$ cat src/rtl/lc3_pkg.sv
// Shared LC3 types and constants used by the memory-access slice of the pipeline.
package lc3_pkg;

    localparam int LC3_ADDR_W  = 16;
    localparam int LC3_DATA_W  = 16;
    localparam int LC3_TIMEOUT = 255;

    typedef enum logic [1:0] {
        MEM_RD   = 2'd0,
        MEM_IND  = 2'd1,
        MEM_WR   = 2'd2,
        MEM_IDLE = 2'd3
    } mem_state_t;

    localparam logic [3:0] OP_BR   = 4'h0;
    localparam logic [3:0] OP_ADD  = 4'h1;
    localparam logic [3:0] OP_LD   = 4'h2;
    localparam logic [3:0] OP_ST   = 4'h3;
    localparam logic [3:0] OP_JSR  = 4'h4;
    localparam logic [3:0] OP_AND  = 4'h5;
    localparam logic [3:0] OP_LDR  = 4'h6;
    localparam logic [3:0] OP_STR  = 4'h7;
    localparam logic [3:0] OP_RTI  = 4'h8;
    localparam logic [3:0] OP_NOT  = 4'h9;
    localparam logic [3:0] OP_LDI  = 4'hA;
    localparam logic [3:0] OP_STI  = 4'hB;
    localparam logic [3:0] OP_JMP  = 4'hC;
    localparam logic [3:0] OP_RES  = 4'hD;
    localparam logic [3:0] OP_LEA  = 4'hE;
    localparam logic [3:0] OP_TRAP = 4'hF;

    function automatic logic is_mem_op(input mem_state_t s);
        return s != MEM_IDLE;
    endfunction

endpackage

$ cat src/rtl/lc3_mem_timeout.sv
// Loadable down-counter bounding how long one data-memory access may wait for ack.
module lc3_mem_timeout #(
    parameter int TIMEOUT = 255
) (
    input  logic clk,
    input  logic rst,
    input  logic load,
    input  logic en,
    output logic expire
);

    localparam int               CNT_W    = $clog2(TIMEOUT + 1);
    localparam logic [CNT_W-1:0] LOAD_VAL = CNT_W'(TIMEOUT - 1);

    logic [CNT_W-1:0] cnt_q, cnt_d;

    // Loaded with TIMEOUT-1 so expire lands in the TIMEOUT-th cycle of the request.
    always_comb begin
        cnt_d = cnt_q;
        if (load) begin
            cnt_d = LOAD_VAL;
        end else if (en && (cnt_q != '0)) begin
            cnt_d = cnt_q - CNT_W'(1);
        end
    end

    always_ff @(posedge clk or negedge rst) begin
        if (!rst) begin
            cnt_q <= '0;
        end else begin
            cnt_q <= cnt_d;
        end
    end

    assign expire = en && (cnt_q == '0);

endmodule

$ cat src/rtl/lc3_mem_access.sv
// LC3 memory-access stage: runs the dmem req/ack handshake for loads, stores and the
// two-phase LDI/STI pointer flow, and pulses complete_data to release the controller.
module lc3_mem_access
    import lc3_pkg::*;
#(
    parameter int ADDR_W  = LC3_ADDR_W,
    parameter int DATA_W  = LC3_DATA_W,
    parameter int TIMEOUT = LC3_TIMEOUT
) (
    input  logic              clk,
    input  logic              rst,
    input  logic [1:0]        mem_state,
    input  logic [ADDR_W-1:0] M_Addr,
    input  logic [DATA_W-1:0] M_Data,
    output logic              dmem_req,
    output logic              dmem_we,
    output logic [ADDR_W-1:0] dmem_addr,
    output logic [DATA_W-1:0] dmem_din,
    input  logic              dmem_ack,
    input  logic [DATA_W-1:0] dmem_dout,
    output logic              complete_data,
    output logic [DATA_W-1:0] memout,
    output logic              busy,
    output logic              err
);

    typedef enum logic [1:0] {
        S_IDLE = 2'd0,
        S_REQ  = 2'd1,
        S_DONE = 2'd2
    } fsm_t;

    fsm_t              state_q, state_d;
    mem_state_t        phase_q, phase_d;
    mem_state_t        last_done_q, last_done_d;
    logic [ADDR_W-1:0] addr_q, addr_d;
    logic [ADDR_W-1:0] ind_addr_q, ind_addr_d;
    logic [DATA_W-1:0] din_q, din_d;
    logic [DATA_W-1:0] memout_q, memout_d;
    logic              we_q, we_d;
    logic              ind_valid_q, ind_valid_d;
    logic              flush_q, flush_d;
    logic              err_q, err_d;

    mem_state_t        ms;
    logic              launch, expire, finish, flushed;
    logic [DATA_W-1:0] rdata;

    assign ms      = mem_state_t'(mem_state);
    assign launch  = (state_q == S_IDLE) && is_mem_op(ms) && (ms != last_done_q);
    assign finish  = (state_q == S_REQ) && (dmem_ack || expire);
    assign flushed = flush_q || (ms == MEM_IDLE);
    // A timed-out access completes as if the memory had returned zero.
    assign rdata   = dmem_ack ? dmem_dout : '0;

    generate
        if (TIMEOUT > 0) begin : g_timeout
            lc3_mem_timeout #(
                .TIMEOUT (TIMEOUT)
            ) u_timeout (
                .clk    (clk),
                .rst    (rst),
                .load   (launch),
                .en     (state_q == S_REQ),
                .expire (expire)
            );
        end else begin : g_no_timeout
            assign expire = 1'b0;
        end
    endgenerate

    always_comb begin
        // NOTE: every target gets its hold value first so no path through the case infers a latch.
        state_d     = state_q;
        phase_d     = phase_q;
        last_done_d = last_done_q;
        addr_d      = addr_q;
        ind_addr_d  = ind_addr_q;
        din_d       = din_q;
        memout_d    = memout_q;
        we_d        = we_q;
        ind_valid_d = ind_valid_q;
        flush_d     = flush_q;
        err_d       = err_q;

        unique case (state_q)
            S_IDLE: begin
                if (launch) begin
                    state_d = S_REQ;
                    phase_d = ms;
                    we_d    = (ms == MEM_WR);
                    din_d   = M_Data;
                    addr_d  = (ind_valid_q && (ms != MEM_IND)) ? ind_addr_q : M_Addr;
                    flush_d = 1'b0;
                end
            end
            S_REQ: begin
                if (ms == MEM_IDLE) begin
                    flush_d = 1'b1;
                end
                if (finish) begin
                    state_d = flushed ? S_IDLE : S_DONE;
                    flush_d = 1'b0;
                    if (!dmem_ack) begin
                        err_d = 1'b1;
                    end
                    if (flushed) begin
                        ind_valid_d = 1'b0;
                    end else begin
                        if (!we_q || !dmem_ack) begin
                            memout_d = rdata;
                        end
                        if (phase_q == MEM_IND) begin
                            ind_addr_d  = ADDR_W'(rdata);
                            ind_valid_d = 1'b1;
                        end else begin
                            ind_valid_d = 1'b0;
                        end
                    end
                end
            end
            S_DONE: begin
                state_d     = S_IDLE;
                last_done_d = phase_q;
            end
            default: begin
                state_d = S_IDLE;
            end
        endcase

        // A non-memory slot re-arms launch so identical back-to-back ops relaunch.
        if (ms == MEM_IDLE) begin
            last_done_d = MEM_IDLE;
        end
    end

    // NOTE: non-blocking assignments make every flop sample the pre-edge values of the others.
    always_ff @(posedge clk or negedge rst) begin
        if (!rst) begin
            state_q     <= S_IDLE;
            phase_q     <= MEM_IDLE;
            last_done_q <= MEM_IDLE;
            addr_q      <= '0;
            ind_addr_q  <= '0;
            din_q       <= '0;
            memout_q    <= '0;
            we_q        <= 1'b0;
            ind_valid_q <= 1'b0;
            flush_q     <= 1'b0;
            err_q       <= 1'b0;
        end else begin
            state_q     <= state_d;
            phase_q     <= phase_d;
            last_done_q <= last_done_d;
            addr_q      <= addr_d;
            ind_addr_q  <= ind_addr_d;
            din_q       <= din_d;
            memout_q    <= memout_d;
            we_q        <= we_d;
            ind_valid_q <= ind_valid_d;
            flush_q     <= flush_d;
            err_q       <= err_d;
        end
    end

    assign dmem_req      = (state_q == S_REQ);
    assign dmem_we       = we_q;
    assign dmem_addr     = addr_q;
    assign dmem_din      = din_q;
    assign complete_data = (state_q == S_DONE);
    assign memout        = memout_q;
    assign busy          = (state_q != S_IDLE);
    assign err           = err_q;

endmodule

$ cat config.mk
export PLATFORM = sky130hd
export DESIGN_NAME = lc3_mem_access
export DESIGN_NICKNAME = d
export VERILOG_FILES = /design/src/rtl/lc3_pkg.sv /design/src/rtl/lc3_mem_timeout.sv /design/src/rtl/lc3_mem_access.sv
export SDC_FILE = /design/constraint.sdc
export NUM_CORES = 1
export LEC_CHECK = 0
export ABC_AREA = 0
export CAP_MARGIN = 20
export CORE_MARGIN = 8
export CORE_UTILIZATION = 60
export DETAILED_ROUTE_END_ITERATION = 8
export DONT_BUFFER_PORTS = 1
export PLACE_DENSITY = 0.76
export SYNTH_ARGS = -nofsm -noshare
export SYNTH_HDL_FRONTEND = slang
export SYNTH_SLANG_ARGS = --single-unit
$ cat constraint.sdc
create_clock -name clk -period 3.4 [get_ports clk]
set_input_delay 0.17 -clock clk [delete_from_list [all_inputs] [get_ports clk]]
set_output_delay 0.17 -clock clk [all_outputs]
set_load 0.005 [all_outputs]
==> flow_summary.toml <==
[run_status]
status = "complete, no violations"

[hold_path]
min_path_cells = 2
hold_path_class = "in2reg"
min_from = "M_Addr[2]"
min_to = "dmem_addr[2]$_DFFE_PN0P_"

[critical_path]
r2r_cells = 7
cp_data_required_time_ps = 3660
cpMaxStageDelayCell = "or3b_2"
r2r_start = "g_timeout.u_timeout.cnt_q[0]$_DFFE_PN0P_"
critPathCaptureType = "flip-flop"
crit_arrival_ps = 2550
reg2reg_slack_ps = 1110
worst_setup_path_start_kind = "flip-flop"
critPathMaxStageDelay_ps = 520
crit_type = "reg2reg"
cp_max_fo = 17
r2r_end = "ind_addr_q[0]$_DFFE_PN0P_"
crit_chain = "inv_1 -> ha_1 -> or3b_2 -> o21ba_4 -> nor4b_4 -> buf_4 -> mux2i_1"

[timing]
worstMarginPinSlew_ps = 985.2
post-route-period-util_pct = 67.39
fmax_mhz = 436.4
fin_skew_ps = 13.18
tns_ps = 0
relSlewSlack_pct = 34.31
setup_violations = 0
fin_crit_ps = 2291
finalMaxSlewViolations = 0
rsz0062_at_grt = "false"
hold_violations = 0

[drt]
drt_pass1_iterations = 4
postRouteAntennaNets = 0
dr_total_vias = 2309
wire_per_inst_um = 20.60
drc_errors = 0
via_per_inst = 5.715
drt_first_iter_violations = 111
drt-total-wl_um = 8323

[finish]
syn2layout_area_growth_pct = 18.92
final_util_pct = 72.96
fin_area_um2 = 4294
antenna-diode-count = 0
fin_nets = 379
drive_above_1_share_pct = 25.84

[synthesis]
yosysWarnings = 0
synth_area_per_cell_um2 = 12.67
ys_ff_latch = 82
synthAdderAreaFrac_pct = 0.6930
synth.cell_area_um2 = 3611
synth_top_family_by_area = "multiplexers"
synthArstFlopShare_pct = 100.0
synthFlopType = "dfrtp_1"
yosys.area_share.xor_xnor_pct = 0.9702
syn_inst = 285
synth-simple-area-share_pct = 8.316
synth-seq-area-share_pct = 56.96
synth_mux_area_share_pct = 20.34
synth-compound-area-share_pct = 8.004
synth_edf_count = 0
syn-num-nets = 340
ys_types = 35

[placement]
placed_area_um2 = 3679
hpwl_um = 5425
place.port_buffers = 0
gp_congestion = 0.8325

[clock_tree]
cts_tree = "built"
clockBufferDepth = 2
ctsResizeCount = 0
clk_pin_slew_ps = 90
root_buffer = "clkbuf_8"
clk_latency_ps = 350
cts_buffers = 9
cts.sinks = 82
cts_htree_levels = 3

[floorplanning]
start_util_pct = 61.35
die_area_um2 = 8756
core_area_um2 = 5886
die_y_um = 93.58
dieWidth_um = 93.58
rows = 28
ios = 106

[global_route]
antenna_found_initial = 0
grt_max_degree = 83
overflow = 0
grt_pass1_wl_um = 13670
grtUsageTotal_pct = 20.19
grt_pass1_vias = 2538

[pwr]
leakage_nw = 1.862
switching_share_pct = 32.91
intPower_mw = 2.475
powerDensity_nw_per_um2 = 858.9
power_switching_mw = 1.214
seq_power_share_pct = 48.7
clock_power_share_pct = 21.2
p_comb_share_pct = 30.2
ir_drop_mv = 0.5725

[job]
drv_cap = 0
flip-flops by register name, indices dropped and copies added, names as in the netlist:
name                       count
ind_valid_q                    1
ind_addr_q                    16
last_done_q                    2
phase_q                        2
dmem_we                        1
state_q                        2
flush_q                        1
g_timeout.u_timeout.cnt_q      8
err                            1
memout                        16
dmem_din                      16
dmem_addr                     16
synthesized netlist by cell type (2+ instances only):
cell type  count  area [um2]
nor4b_1        2       17.52
o211ai_1       4       30.03
dfstp_2        4       105.1
dfrtp_1       78        1952
nor3_1         4       20.02
nor2_1         5       18.77
nand3_1        4       20.02
mux2_2        51       574.3
or3_1          2       12.51
a22o_1        16       140.1
nand2_1       25       93.84
o21bai_1       2       15.01
mux2i_1       16       160.2
clkbuf_1      10       37.54
o21ai_0        6       30.03
o21ai_1        2       10.01
inv_1         24       90.09
nand2b_1       5       31.28
ha_1           2       25.02
o41ai_1        2       17.52
a211oi_1       2       15.01
buf_6          2       22.52
a21oi_1        3       15.01
xor2_1         3       26.28
repair_timing:
item,in CTS,in global routing
hold buffers,37,0
setup buffers,0,0
hold endpoints to repair,137,0
per-stage QoR:
step	cells	setup slack [ps]	total power [mW]	hold slack (ps)
finish	404	1109	3.688	92.44
global route	404	942.1	3.923	78.83
CTS	404	1088	3.705	83.35
detailed placement	351	1102	2.857	-123.3
global placement	351	1217	2.794	-123.3
floorplan	285	1219	2.543	-125.6
cells in the final DEF, fill, tap and decap left out, types with 3 or more instances in the layout:
cell | Yosys | layout
inv_1 | 24 | 24
dfrtp_1 | 78 | 78
xor2_1 | 3 | 3
dlygate4sd3_1 | 0 | 36
buf_4 | 0 | 3
nor3_1 | 4 | 4
a22o_1 | 16 | 16
dfstp_2 | 4 | 4
nand2_1 | 25 | 25
mux2_2 | 51 | 51
a21oi_1 | 3 | 3
mux2i_1 | 16 | 16
nand3_1 | 4 | 4
o211ai_1 | 4 | 4
clkbuf_8 | 0 | 10
nor2_1 | 5 | 4
nand2b_1 | 5 | 5
o21ai_0 | 6 | 6
critical path: cells and delay by family (launching register included):
family,cells,cell delay [ps]
AO/OA/AOI/OAI,1,250
adder cells (fa/ha/maj),1,150
buffers and inverters,2,450
AND/OR/NAND/NOR,2,720
flip-flops,1,390
multiplexers,1,240
routing by layer:
layer	global-route usage (%)	vias up	share of wire [%]
met5	0	-	0
met4	6.737	0	1.8
met3	8.333	16	9.2
met2	31.37	90	48
met1	24.94	1139	41
li1	-	1064	-
logic make-up (layout without fill, tap and decap cells):
logic type	after synthesis	in the layout
buffers and inverters	37	81
adder cells (fa/ha/maj)	2	2
AO/OA/AOI/OAI	38	38
flip-flops	82	82
multiplexers	67	67
AND/OR/NAND/NOR	55	55
XOR/XNOR	4	4
worst max-delay path by stage:
| stage | startpoint | slack [ps] | to | cells after the start |
|---|---|---|---|---|
| floorplan | g_timeout.u_timeout.cnt_q[0]$_DFFE_PN0P_ | 1220 | ind_addr_q[10]$_DFFE_PN0P_ | 9 |
| global placement | g_timeout.u_timeout.cnt_q[0]$_DFFE_PN0P_ | 1220 | memout[7]$_DFFE_PN0P_ | 7 |
| detailed placement | g_timeout.u_timeout.cnt_q[0]$_DFFE_PN0P_ | 1100 | ind_addr_q[0]$_DFFE_PN0P_ | 7 |
| CTS | g_timeout.u_timeout.cnt_q[0]$_DFFE_PN0P_ | 1090 | ind_addr_q[0]$_DFFE_PN0P_ | 7 |
| global route | g_timeout.u_timeout.cnt_q[0]$_DFFE_PN0P_ | 940 | ind_addr_q[0]$_DFFE_PN0P_ | 7 |
| finish | g_timeout.u_timeout.cnt_q[0]$_DFFE_PN0P_ | 1110 | ind_addr_q[0]$_DFFE_PN0P_ | 7 |
power by group through the flow:
stage	registers (mW)	clock network [mW]	logic, mW
CTS	1.80	0.794	1.11
global route	1.85	0.840	1.23
global placement	1.80	0	0.998
detailed placement	1.81	0	1.05
floorplan	1.68	0	0.864
finish	1.79	0.781	1.11
final cells by class:
type | instances | area, um2
Tap cell | 75 | 93.84
Multi-Input combinational cell | 166 | 1395
Fill cell | 398 | 1592
Clock inverter | 6 | 90.09
Sequential cell | 82 | 2057
Timing Repair Buffer | 41 | 430.4
Inverter | 24 | 90.09
Clock buffer | 10 | 137.6
No activity file was read; power rests on OpenSTA's default activity.
